### src/rtl/ctrl_pkg.sv
// Shared constants for the multicycle main controller: state codes, opcodes,
// ALU/mux select codes and the control-word payload.
package ctrl_pkg;

    localparam int unsigned STATE_W = 4;
    localparam int unsigned OP_W    = 6;

    typedef enum logic [STATE_W-1:0] {
        S_FETCH  = 4'd0,
        S_DECODE = 4'd1,
        S_MEMADR = 4'd2,
        S_MEMRD  = 4'd3,
        S_MEMWB  = 4'd4,
        S_MEMWR  = 4'd5,
        S_EXEC   = 4'd6,
        S_RWB    = 4'd7,
        S_BRANCH = 4'd8,
        S_JUMP   = 4'd9,
        S_ADDIEX = 4'd10,
        S_ADDIWB = 4'd11
    } state_t;

    localparam logic [OP_W-1:0] OP_RTYPE = 6'b000000;
    localparam logic [OP_W-1:0] OP_LW    = 6'b100011;
    localparam logic [OP_W-1:0] OP_SW    = 6'b101011;
    localparam logic [OP_W-1:0] OP_BEQ   = 6'b000100;
    localparam logic [OP_W-1:0] OP_J     = 6'b000010;
    localparam logic [OP_W-1:0] OP_ADDI  = 6'b001000;

    localparam logic [1:0] ALUOP_ADD   = 2'b00;
    localparam logic [1:0] ALUOP_SUB   = 2'b01;
    localparam logic [1:0] ALUOP_FUNCT = 2'b10;

    localparam logic [1:0] SRCB_REG   = 2'b00;
    localparam logic [1:0] SRCB_FOUR  = 2'b01;
    localparam logic [1:0] SRCB_IMM   = 2'b10;
    localparam logic [1:0] SRCB_BROFF = 2'b11;

    localparam logic [1:0] PCSRC_ALU    = 2'b00;
    localparam logic [1:0] PCSRC_ALUOUT = 2'b01;
    localparam logic [1:0] PCSRC_JUMP   = 2'b10;

    // Full datapath control word for one state.
    typedef struct packed {
        logic       pc_write;
        logic       pc_write_cond;
        logic       ior_d;
        logic       mem_read;
        logic       mem_write;
        logic       mem_to_reg;
        logic       ir_write;
        logic       alu_src_a;
        logic       reg_write;
        logic       reg_dst;
        logic [1:0] pc_source;
        logic [1:0] alu_op;
        logic [1:0] alu_src_b;
    } ctrl_t;

endpackage

### src/rtl/ctrl_decode.sv
// Moore output decode: maps the current controller state to its control word.
// ADDI states are decoded only when MAIN_CONTROL_ADDI_EN is defined.
module ctrl_decode
    import ctrl_pkg::*;
(
    input  state_t state,
    output ctrl_t  ctrl
);

    // State-to-control-word table; anything not listed stays 0.
    always_comb begin
        ctrl = '0;
        case (state)
            S_FETCH: begin
                ctrl.mem_read  = 1'b1;
                ctrl.ir_write  = 1'b1;
                ctrl.alu_src_b = SRCB_FOUR;
                ctrl.alu_op    = ALUOP_ADD;
                ctrl.pc_source = PCSRC_ALU;
                ctrl.pc_write  = 1'b1;
            end
            S_DECODE: begin
                ctrl.alu_src_b = SRCB_BROFF;
                ctrl.alu_op    = ALUOP_ADD;
            end
            S_MEMADR: begin
                ctrl.alu_src_a = 1'b1;
                ctrl.alu_src_b = SRCB_IMM;
                ctrl.alu_op    = ALUOP_ADD;
            end
            S_MEMRD: begin
                ctrl.mem_read = 1'b1;
                ctrl.ior_d    = 1'b1;
            end
            S_MEMWB: begin
                ctrl.reg_write  = 1'b1;
                ctrl.mem_to_reg = 1'b1;
            end
            S_MEMWR: begin
                ctrl.mem_write = 1'b1;
                ctrl.ior_d     = 1'b1;
            end
            S_EXEC: begin
                ctrl.alu_src_a = 1'b1;
                ctrl.alu_src_b = SRCB_REG;
                ctrl.alu_op    = ALUOP_FUNCT;
            end
            S_RWB: begin
                ctrl.reg_write = 1'b1;
                ctrl.reg_dst   = 1'b1;
            end
            S_BRANCH: begin
                ctrl.alu_src_a     = 1'b1;
                ctrl.alu_src_b     = SRCB_REG;
                ctrl.alu_op        = ALUOP_SUB;
                ctrl.pc_write_cond = 1'b1;
                ctrl.pc_source     = PCSRC_ALUOUT;
            end
            S_JUMP: begin
                ctrl.pc_write  = 1'b1;
                ctrl.pc_source = PCSRC_JUMP;
            end
`ifdef MAIN_CONTROL_ADDI_EN
            S_ADDIEX: begin
                ctrl.alu_src_a = 1'b1;
                ctrl.alu_src_b = SRCB_IMM;
                ctrl.alu_op    = ALUOP_ADD;
            end
            S_ADDIWB: begin
                ctrl.reg_write = 1'b1;
            end
`endif
            default: ;
        endcase
    end

endmodule

### src/rtl/main_control.sv
// Multicycle MIPS main controller: state register, next-state logic and
// reset gating of the enables. Optional ADDI support: MAIN_CONTROL_ADDI_EN.
module main_control
    import ctrl_pkg::*;
(
    input  logic       clk,
    input  logic       reset,
    input  logic [5:0] OpCode,
    output logic       PCWrite,
    output logic       PCWriteCond,
    output logic       IorD,
    output logic       MemRead,
    output logic       MemWrite,
    output logic       MemtoReg,
    output logic       IRWrite,
    output logic       ALUSrcA,
    output logic       RegWrite,
    output logic       RegDst,
    output logic [1:0] PCSource,
    output logic [1:0] ALUOp,
    output logic [1:0] ALUSrcB,
    output logic       IllegalOp,
    output logic [3:0] State
);

    state_t state;
    state_t next_state;
    logic   illegal;
    ctrl_t  ctrl;
    ctrl_t  ctrl_g;

    // State register with synchronous reset to FETCH.
    always_ff @(posedge clk) begin
        if (reset) begin
            state <= S_FETCH;
        end else begin
            state <= next_state;
        end
    end

    // Next-state selection and illegal-opcode detection in DECODE.
    always_comb begin
        next_state = S_FETCH;
        illegal    = 1'b0;
        case (state)
            S_FETCH:  next_state = S_DECODE;
            S_DECODE: begin
                case (OpCode)
                    OP_RTYPE:      next_state = S_EXEC;
                    OP_LW, OP_SW:  next_state = S_MEMADR;
                    OP_BEQ:        next_state = S_BRANCH;
                    OP_J:          next_state = S_JUMP;
`ifdef MAIN_CONTROL_ADDI_EN
                    OP_ADDI:       next_state = S_ADDIEX;
`endif
                    default: begin
                        next_state = S_FETCH;
                        illegal    = 1'b1;
                    end
                endcase
            end
            S_MEMADR: next_state = (OpCode == OP_LW) ? S_MEMRD : S_MEMWR;
            S_MEMRD:  next_state = S_MEMWB;
            S_EXEC:   next_state = S_RWB;
`ifdef MAIN_CONTROL_ADDI_EN
            S_ADDIEX: next_state = S_ADDIWB;
`endif
            default:  next_state = S_FETCH;
        endcase
    end

    ctrl_decode u_decode (
        .state (state),
        .ctrl  (ctrl)
    );

    // Hold every write/read enable low while reset is asserted.
    always_comb begin
        ctrl_g = ctrl;
        if (reset) begin
            ctrl_g.pc_write      = 1'b0;
            ctrl_g.pc_write_cond = 1'b0;
            ctrl_g.mem_read      = 1'b0;
            ctrl_g.mem_write     = 1'b0;
            ctrl_g.ir_write      = 1'b0;
            ctrl_g.reg_write     = 1'b0;
        end
    end

    assign PCWrite     = ctrl_g.pc_write;
    assign PCWriteCond = ctrl_g.pc_write_cond;
    assign IorD        = ctrl_g.ior_d;
    assign MemRead     = ctrl_g.mem_read;
    assign MemWrite    = ctrl_g.mem_write;
    assign MemtoReg    = ctrl_g.mem_to_reg;
    assign IRWrite     = ctrl_g.ir_write;
    assign ALUSrcA     = ctrl_g.alu_src_a;
    assign RegWrite    = ctrl_g.reg_write;
    assign RegDst      = ctrl_g.reg_dst;
    assign PCSource    = ctrl_g.pc_source;
    assign ALUOp       = ctrl_g.alu_op;
    assign ALUSrcB     = ctrl_g.alu_src_b;
    assign IllegalOp   = illegal & ~reset;
    assign State       = 4'(state);

endmodule
### config.mk
export PLATFORM = sky130hd
export DESIGN_NAME = main_control
export DESIGN_NICKNAME = d
export VERILOG_FILES = /design/src/rtl/ctrl_pkg.sv /design/src/rtl/ctrl_decode.sv /design/src/rtl/main_control.sv
export SDC_FILE = /design/constraint.sdc
export NUM_CORES = 1
export LEC_CHECK = 0
export ABC_AREA = 1
export BUFFER_PORTS_ARGS = -buffer_cell sky130_fd_sc_hd__buf_2
export CELL_PAD_IN_SITES_DETAIL_PLACEMENT = 1
export CELL_PAD_IN_SITES_GLOBAL_PLACEMENT = 2
export CORE_MARGIN = 4
export CORE_UTILIZATION = 18
export CTS_CLUSTER_SIZE = 16
export DETAILED_ROUTE_END_ITERATION = 8
export PLACE_DENSITY_LB_ADDON = 0.1
export RECOVER_POWER = 25
export SYNTH_ARGS = -nofsm -noshare
export SYNTH_HDL_FRONTEND = slang
export SYNTH_SLANG_ARGS = --single-unit
export TNS_END_PERCENT = 20
### constraint.sdc
create_clock -name clk -period 1 [get_ports clk]
set_input_delay 0.05 -clock clk [delete_from_list [all_inputs] [get_ports clk]]
set_output_delay 0.05 -clock clk [all_outputs]
set_load 0.005 [all_outputs]
==> metrics.cfg, run 1 <==
[run]
drv_cap = 0

[cts]
cts_hold_buf = 0
worstSkewPairLatency_ps = 230
clk_pin_slew_worst_paths_ps = 30
tritoncts = yes
root_buffer = sky130_fd_sc_hd__clkbuf_4
tritoncts.num_buffers = 3
htreeDepth = 1
clock_tree_buf_depth = 2
clkSinkCount = 4

[synth]
synth_nets = 87
synth_common_cells = sky130_fd_sc_hd__nand2_1 (16), sky130_fd_sc_hd__nor2_1 (15), sky130_fd_sc_hd__inv_1 (10)
synth-edff-count = 0
most_numerous_cell_in_the_yosys_netlist = sky130_fd_sc_hd__nand2_1
synth_top_area_share = 0.1783
netlist-cell-type-count = 19
synth_sequential_area_ratio = 0.1783
asyncSetResetFlopFracSynth = 0
ys.warnings.count = 0
yosys.area.top_type = sky130_fd_sc_hd__dfxtp_1
synth_area_um2 = 449.2
synth.avg_cell_area_um2 = 5.686
most_used_flip_flop_cell_after_synthesis = sky130_fd_sc_hd__dfxtp_1
postSynthRegisterBits = 4
synthTopCellsByArea = sky130_fd_sc_hd__dfxtp_1 (18%), sky130_fd_sc_hd__nand2_1 (13%), sky130_fd_sc_hd__nor2_1 (13%)
synthCells = 79

[timing]
min_period_over_period = 1.233
rsz_0062_raised_after_global_routing = true
finalSetupTns_ps = -2716
period_needed_ps = 1233
fmax_ghz = 0.8112
finClkSkew_ps = 1.353
finalHoldViolCount = 0
worst_slack_ps = -232.8
final_max_slew_viol_count = 0
timing.slew.headroom = 0.8512
timing.final.setup_violations = 18
worst_pin_slew_ps = 222.5

[grt]
overflow = 0
antenna_found_initial = 0
pin_count_of_the_biggest_net_entering_global_routing = 8
grt_pass1_wl_um = 2884
gr-usage-all-layers = 0.1099
via_count_of_the_first_global_routing_pass = 678

[setup_path]
worst_setup_path_class = flop to output port
critPathArrivalTime_ps = 1180
cp_top_family = buffers and inverters
crit_path_end_kind = output port
worstSetupStartpointType = flop
critical_path.cell_chain = inv_2 > nand2_4 > buf_6 > inv_4 > nand3_2 > o22ai_1 > buf_2
critPathBufInv = 4
critPathSlowestCell = sky130_fd_sc_hd__dfxtp_2
worst_path_largest_cell_delay_ps = 330
crit_fanout = 4
required_ps = 950

[routing]
drt-pass1-iter-count = 4
vias_per_cell = 4.219
route.detailed.wl_per_inst_um = 10.79
ant_nets_after_route = 0
violation_count_after_the_first_detailed_route_iteration = 8
via_count = 654
routed_wl_um = 1673
remaining_drc_errors = 0

[die]
dieWidth_um = 57.96
vertical_extent_of_the_die_um = 57.96
placeableCoreArea_um2 = 2297
num_rows = 17
num_io_pins = 29
start_util = 0.1955
dieArea_um2 = 3359

[final_layout]
num-nets-final = 137
area.growth.synth_to_final_pct = 91.09
filler_cell_count = 307
post_layout_cell_count = 155
antenna-diode-count = 0
post_route_cells_drive_above_1_share = 0.6220
final_cell_area_excluding_filler_cells_um2 = 858.3
largest_register_ff_count = 4
final_core_util = 0.3736

[outcome]
status = finished, violations left
violations = negative setup slack

[placed_design]
port_buffers = 28
place_congestion = 0.7377
place_inst = 148
dp_slack_ps = -63.89
place_area_um2 = 723.2
detailed_place_hpwl_um = 1455

[power_and_ir_drop]
leakage_uw = 0.0004956
worst_ir_drop_vdd_mv = 0.4505
p_per_area_nw_per_um2 = 627.8

[worst_hold_path]
hold_path.class = input pin to flop

==> kinds of logic (layout without fill, tap and decap cells) <==
| logic type | Yosys count | count (layout) | synth area share |
|---|---|---|---|
| buf+inv | 17 | 65 | 0.1727 |
| flops | 4 | 4 | 0.1783 |
| simple gates | 50 | 50 | 0.5571 |
| compound gates | 8 | 8 | 0.09190 |
==> report_power, final <==
group          internal [µW]  total, µW  switching [µW]
clock                    134        197            63.3
combinational           84.1        171            86.7
sequential               164        171            6.25
==> through the flow <==
step | hold WS, ps | power, µW
floorplan | 119.1 | 243.7
global placement | 333.2 | 323.6
detailed placement | 327.3 | 325.3
CTS | 70.95 | 544.6
global route | 71.92 | 578.5
finish | 72.60 | 538.8
==> metal layers <==
metal / wire, µm / global-route usage / vias up
met1: 812 / 0.1464 / 290
met3: 135 / 0.03118 / 4
li1: - / - / 339
met5: 0 / 0 / -
met2: 703 / 0.1629 / 21
met4: 21 / 0.04967 / 0
==> cell usage in the layout (no fill, tap or decap), drive strengths merged <==
master / synthesis / layout
nand2: 20 / 20
a21oi: 5 / 5
nand3: 5 / 5
nand3b: 1 / 1
nand4: 1 / 1
inv: 16 / 16
bufinv: 1 / 1
clkbuf: 0 / 3
buf: 0 / 45
o22ai: 1 / 1
o21ai: 2 / 2
dfxtp: 4 / 4
nor2: 19 / 19
nor3: 4 / 4
==> final timing paths <==
kind	start	end	slack (ps)	cells after the start
setup / recovery	State[1]	PCWrite	-230	7
hold / removal	reset	State[0]	70	2
setup reg to reg	State[3]	State[2]	-80	9
hold reg to reg	State[0]	State[3]	650	4
==> what timing repair did <==
| action | CTS | global route |
|---|---|---|
| setup buffers | 4 | 0 |
| setup endpoints to repair | 18 | 19 |
| resized for setup | 15 | 9 |
| pin swaps | 8 | 3 |
==> final cells by class <==
cell class / instances / area (µm²) / share of cell area
inverter: 17 / 82.58 / 0.09621
tap: 28 / 35.03 / 0.04082
clock buffer: 3 / 22.52 / 0.02624
sequential: 4 / 87.58 / 0.1020
multi-input combinational: 58 / 339.1 / 0.3950
timing repair buffer: 45 / 291.5 / 0.3397
Note: power is estimated with default switching activity, not from simulation.
==> inputs of run 2 (changes only) <==
--- a/config.mk
+++ b/config.mk
@@ -6,11 +6,12 @@
 export NUM_CORES = 1
 export LEC_CHECK = 0
 export ABC_AREA = 1
+export ABC_CLOCK_PERIOD_IN_PS = 1000
 export BUFFER_PORTS_ARGS = -buffer_cell sky130_fd_sc_hd__buf_2
 export CELL_PAD_IN_SITES_DETAIL_PLACEMENT = 1
-export CELL_PAD_IN_SITES_GLOBAL_PLACEMENT = 2
+export CELL_PAD_IN_SITES_GLOBAL_PLACEMENT = 1
 export CORE_MARGIN = 4
-export CORE_UTILIZATION = 18
+export CORE_UTILIZATION = 25
 export CTS_CLUSTER_SIZE = 16
 export DETAILED_ROUTE_END_ITERATION = 8
 export PLACE_DENSITY_LB_ADDON = 0.1
==> run 2 against run 1 <==
- the flow still finishes with violations (negative setup slack)
- clock skew about the same
- maximum frequency up 3.1%
- non-clock buffer count down 2
- setup slack better by 37 ps
- power down 2.3%
- first-iteration DRC count down 100%
- sequential share of layout area up 0.67 points
- die area down 24%
- clock power down 4%
- largest power group unchanged
==> metrics.cfg, run 2 (same netlist as run 1, synthesis figures left out) <==
[routing]
via_count = 642  ; -1.8%
route.detailed.wl_per_inst_um = 10.95  ; +1.4%
drt-pass1-iter-count = 1  ; -3
routed_wl_um = 1642  ; -1.9%
remaining_drc_errors = 0  ; unchanged
ant_nets_after_route = 0  ; unchanged
vias_per_cell = 4.280  ; +1.4%
violation_count_after_the_first_detailed_route_iteration = 0  ; -8

[final_layout]
antenna-diode-count = 0  ; unchanged
post_route_cells_drive_above_1_share = 0.6160  ; -0.006047
area.growth.synth_to_final_pct = 84.40
footprint_of_the_multi_input_gates_um2 = 349.1  ; +3.0%
final_core_util = 0.4850  ; +0.1113
layout.cells.most_common = sky130_fd_sc_hd__buf_2
post_layout_cell_count = 150  ; -3.2%
regArea_um2 = 90.09  ; +2.9%
largest_register_ff_count = 4  ; unchanged
num-nets-final = 135  ; -1.5%
final_cell_area_excluding_filler_cells_um2 = 828.3  ; -3.5%
filler_cell_count = 249  ; -19%
final_cell_mix = sky130_fd_sc_hd__buf_2 (28), sky130_fd_sc_hd__buf_4 (15), sky130_fd_sc_hd__nor2_1 (13), sky130_fd_sc_hd__nand2_1 (13), sky130_fd_sc_hd__inv_1 (9)

[placed_design]
port_buffers = 28  ; unchanged
place_area_um2 = 704.4  ; -2.6%
detailed_place_hpwl_um = 1344  ; -7.7%
place_inst = 143  ; -3.4%
place_congestion = 0.7584  ; +2.8%

[die]
dieWidth_um = 50.39  ; -13%
num_io_pins = 29  ; unchanged
dieArea_um2 = 2539  ; -24%
vertical_extent_of_the_die_um = 50.39  ; -13%
num_rows = 15  ; -2
placeableCoreArea_um2 = 1708  ; -26%
start_util = 0.2630  ; +0.06747

[grt]
antenna_found_initial = 0  ; unchanged
overflow = 0  ; unchanged
via_count_of_the_first_global_routing_pass = 628  ; -7.4%
gr-usage-all-layers = 0.1365  ; +0.02656
grt_pass1_wl_um = 2691  ; -6.7%
pin_count_of_the_biggest_net_entering_global_routing = 8  ; unchanged

[power_and_ir_drop]
leakage_uw = 0.0004788  ; -3.4%
switching_share = 0.2888  ; -0.001375
worst_ir_drop_vdd_mv = 0.5781  ; +28%
netSwitchingPower_uw = 152.0  ; -2.7%
comb_power_share = 0.314  ; -0.003
p_per_area_nw_per_um2 = 635.7  ; +1.3%
p_int_uw = 374.5  ; -2.1%
share_seq_of_total_power = 0.325  ; +0.008
pwr-share-clk = 0.362  ; -0.004

[timing]
timing.final.setup_violations = 20  ; +2
final_max_slew_viol_count = 0  ; unchanged
finalSetupTns_ps = -2829  ; -112.4 ps
period_needed_ps = 1196  ; -37.08 ps
worst_slack_ps = -195.7  ; +37.08 ps
timing.slew.headroom = 0.8741  ; +0.02298
fin_hold_ws_ps = 98.39  ; +25.78 ps
worst_pin_slew_ps = 188.1  ; -34.34 ps
fmax_ghz = 0.8363  ; +3.1%
rsz_0062_raised_after_global_routing = true
finalHoldViolCount = 0  ; unchanged
finClkSkew_ps = 1.115  ; -0.2378 ps
min_period_over_period = 1.196  ; -0.03708

[setup_path]
crit_fanout = 4  ; unchanged
worstSetupStartpointType = flop
worst_setup_path_class = flop to output port
critPathArrivalTime_ps = 1150  ; -30 ps
required_ps = 950  ; about the same
crit_path_end_kind = output port
worst_r2r_path_depth = 9  ; unchanged

[cts]
clk_pin_slew_worst_paths_ps = 30  ; about the same
root_buffer = sky130_fd_sc_hd__clkbuf_4
clkSinkCount = 4  ; unchanged
tritoncts = yes
worstSkewPairLatency_ps = 230  ; about the same
tritoncts.num_buffers = 3  ; unchanged
htreeDepth = 1  ; unchanged
clock_tree_buf_depth = 2  ; unchanged

[outcome]
status = finished, violations left
violations = negative setup slack

[worst_hold_path]
worst_hold_path.num_cells = 2  ; unchanged
hold_path.class = input pin to flop

[run]
drv_cap = 0  ; unchanged

run 2: routing by layer:
metal,GRT usage,wire length (µm),up-vias
met5,0,0,-
met4,0.04036,6,0
met3,0.02077,82,2
met2,0.2457,812,15
met1,0.1652,741,288
li1,-,-,337
run 2: timing repair:
item,in CTS,in global routing
buffers inserted,4,0
hold buffers,0,0
resized for setup,22,1
pin swaps,8,0
endpoints found under the hold margin,0,0
setup endpoints to repair,20,20
run 2: worst max-delay path, cell delays in order (launching register included):
cell                      delay [ps]
sky130_fd_sc_hd__dfxtp_4         360
sky130_fd_sc_hd__inv_1            60
sky130_fd_sc_hd__nand2_2          90
sky130_fd_sc_hd__nor2_4          110
sky130_fd_sc_hd__nand2_2          70
sky130_fd_sc_hd__nor3_2           90
sky130_fd_sc_hd__buf_2           130
run 2: final timing paths:
path / from / endpoint / slack (ps)
worst max register to register: State[1] / State[2] / -160
worst max-delay path: State[1] / IllegalOp / -200
worst min-delay path: reset / State[1] / 100
worst min register to register: State[0] / State[3] / 700
run 2: final cells by class:
class	count	share of cell area
clock buffer	3	0.02719
inverter	17	0.09970
multi-input combinational	58	0.4215
sequential	4	0.1088
tap	25	0.03776
timing repair buffer	43	0.3051
run 2: power by group through the flow:
stage	clock network (µW)	logic (µW)	registers, µW
finish	190	165	171
global route	210	183	172
CTS	199	164	170
detailed placement	0	147	172
global placement	0	145	172
floorplan	0	71.5	172
run 2: per-stage QoR:
| step | total power [µW] | worst slack, ps |
|---|---|---|
| floorplan | 243.7 | 33.02 |
| global placement | 316.8 | -58.44 |
| detailed placement | 319.1 | -71.22 |
| CTS | 533.5 | -204.1 |
| global route | 564.6 | -275.8 |
| finish | 526.5 | -195.7 |
==> inputs of run 3 (changes only) <==
--- a/config.mk
+++ b/config.mk
@@ -14,6 +14,7 @@
 export CORE_UTILIZATION = 25
 export CTS_CLUSTER_SIZE = 16
 export DETAILED_ROUTE_END_ITERATION = 8
+export GPL_TIMING_DRIVEN = 0
 export PLACE_DENSITY_LB_ADDON = 0.1
 export RECOVER_POWER = 25
 export SYNTH_ARGS = -nofsm -noshare
==> run 3 against run 2 <==
- the run still ends with negative setup slack left
- clock power is 2% lower
- setup slack worse by 2.7 ps
- die area is the same
- critical endpoint is now PCWriteCond
- critical path depth stayed put
- largest power group unchanged
- core utilization decreased by 1.2 points
==> metrics.cfg, run 3 (same netlist as run 1, synthesis figures left out) <==
[timing]
rsz_0062_raised_after_global_routing = true
finalHoldViolCount = 0  ; unchanged
timing.slew.headroom = 0.8768  ; +0.002666
finClkSkew_ps = 2.154  ; +1.039 ps
timing.final.setup_violations = 19  ; -5.0%
worst_slack_ps = -198.4  ; -2.667 ps
final_max_slew_viol_count = 0  ; unchanged
period_needed_ps = 1198  ; +2.667 ps
min_period_over_period = 1.198  ; +0.002667
worst_pin_slew_ps = 184.1  ; -3.984 ps
fin_hold_ws_ps = 97.43  ; -0.9563 ps
fmax_ghz = 0.8345  ; -0.22%

[setup_path]
critPathArrivalTime_ps = 1150  ; about the same
crit_path_end_kind = output port
critPathSlowestCell = sky130_fd_sc_hd__dfxtp_4
crit_fanout = 3  ; -1
r2r_slack_ps = -30  ; +130 ps
worstSetupStartpointType = flop
critical_path.cell_chain = inv_4 > buf_12 > nor3_4 > inv_2 > nor2_1 > buf_2
worst_setup_path_class = flop to output port
required_ps = 950  ; about the same
worst_path_largest_cell_delay_ps = 350  ; about the same

[die]
vertical_extent_of_the_die_um = 50.39  ; unchanged
dieWidth_um = 50.39  ; unchanged
dieArea_um2 = 2539  ; unchanged
num_rows = 15  ; unchanged
num_io_pins = 29  ; unchanged
placeableCoreArea_um2 = 1708  ; unchanged
start_util = 0.2630  ; unchanged

[placed_design]
place_congestion = 0.7112  ; -6.2%
port_buffers = 28  ; unchanged
place_inst = 132  ; -7.7%
place_area_um2 = 621.8  ; -12%
detailed_place_hpwl_um = 1285  ; -4.4%
dp_slack_ps = -150.5  ; -79.32 ps

[final_layout]
post_layout_cell_count = 143  ; -4.7%
filler_cell_count = 243  ; -2.4%
final_cell_mix = sky130_fd_sc_hd__buf_2 (28), sky130_fd_sc_hd__nor2_1 (13), sky130_fd_sc_hd__nand2_1 (13)
largest_register_ff_count = 4  ; unchanged
footprint_of_the_multi_input_gates_um2 = 352.8  ; +1.1%
regArea_um2 = 95.09  ; +5.6%
layout.cells.most_common = sky130_fd_sc_hd__buf_2
post_route_cells_drive_above_1_share = 0.6017  ; -0.01431
final_cell_area_excluding_filler_cells_um2 = 807.0  ; -2.6%
antenna-diode-count = 0  ; unchanged
area.growth.synth_to_final_pct = 79.67
num-nets-final = 128  ; -5.2%

[power_and_ir_drop]
worst_ir_drop_vdd_mv = 0.5395  ; -6.7%
p_per_area_nw_per_um2 = 624.7  ; -1.7%
p_total_uw = 504.2  ; -4.2%
leakage_uw = 0.0004474  ; -6.6%

[cts]
clock_tree_buf_depth = 2  ; unchanged
clkSinkCount = 4  ; unchanged
worstSkewPairLatency_ps = 220  ; about the same
clk_pin_slew_worst_paths_ps = 40  ; about the same
root_buffer = sky130_fd_sc_hd__clkbuf_4
tritoncts = yes
htreeDepth = 1  ; unchanged
tritoncts.num_buffers = 3  ; unchanged

[grt]
pin_count_of_the_biggest_net_entering_global_routing = 8  ; unchanged
antenna_found_initial = 0  ; unchanged
gr-usage-all-layers = 0.1334  ; -0.003088
grt_pass1_wl_um = 2656  ; -1.3%
via_count_of_the_first_global_routing_pass = 628  ; unchanged
overflow = 0  ; unchanged

[outcome]
violations = negative setup slack
status = finished, violations left

[routing]
routed_wl_um = 1589  ; -3.2%
route.detailed.wl_per_inst_um = 11.11  ; +1.5%
drt-pass1-iter-count = 4  ; +3
remaining_drc_errors = 0  ; unchanged
violation_count_after_the_first_detailed_route_iteration = 9  ; +9
vias_per_cell = 4.357  ; +1.8%
ant_nets_after_route = 0  ; unchanged
via_count = 623  ; -3.0%

[run]
drv_cap = 0  ; unchanged

[worst_hold_path]
hold_path.class = input pin to flop

## run 3: changes by cell type in the layout (fill, tap and decap cells not counted)
cell | before | now
sky130_fd_sc_hd__nand2_4 | 4 | 3
sky130_fd_sc_hd__nand3_2 | 2 | 1
sky130_fd_sc_hd__inv_4 | 2 | 3
sky130_fd_sc_hd__dfxtp_4 | 2 | 4
sky130_fd_sc_hd__buf_6 | 0 | 2
sky130_fd_sc_hd__buf_12 | 0 | 1
sky130_fd_sc_hd__inv_2 | 5 | 6
sky130_fd_sc_hd__nand2_8 | 0 | 1
sky130_fd_sc_hd__inv_1 | 9 | 7
sky130_fd_sc_hd__dfxtp_2 | 2 | 0
sky130_fd_sc_hd__buf_4 | 15 | 5
sky130_fd_sc_hd__nand3_1 | 3 | 4
## run 3: metrics by stage
stage / setup TNS [ps] / util
global route: -3457 / 0.4725
detailed placement: -504.2 / 0.3641
floorplan: 0 / -
global placement: -369.8 / 0.3641
CTS: -2334 / 0.4593
finish: -2225 / 0.4725
## run 3: cell type report
class / count / area share
Inverter: 17 / 0.1054
Multi-Input combinational cell: 58 / 0.4372
Timing Repair Buffer: 36 / 0.2729
Sequential cell: 4 / 0.1178
Clock buffer: 3 / 0.02791
Tap cell: 25 / 0.03876
## run 3: repair_timing
action                                  in CTS  in global routing
pin swaps                                    9                  4
setup buffers                                7                  1
hold endpoints to repair                     0                  0
endpoints found under the setup margin      21                 20
hold buffers                                 0                  0
gates resized for setup                     26                  4
## run 3: report_power, final
part	switching, µW	leakage (µW)	internal (µW)
Combinational	83.2	0.000398	67.8
Sequential	9.89	0.0000355	157
Clock	53.0	0.0000138	133
Total	146	0.000447	358
## run 3: worst max-delay path, delay by kind of cell (launching register included)
kind                   cells  cell delay (ps)
buffers and inverters      4              340
flip-flops                 1              350
AND/OR/NAND/NOR            2              240
## run 3: metal layers
metal  track usage  up-vias  share of wire
met5             0        -              0
met4       0.04036        0         0.0044
met3       0.01187        2          0.052
met2        0.2435       15           0.50
met1        0.1634      283           0.44
li1              -      323              -
## run 3: final timing paths
| path | start | to | depth (start not counted) |
|---|---|---|---|
| worst min register to register | State[0] | State[3] | 4 |
| worst max-delay path | State[3] | PCWriteCond | 6 |
| worst max register to register | State[2] | State[2] | 8 |
| worst min-delay path | reset | State[0] | 2 |
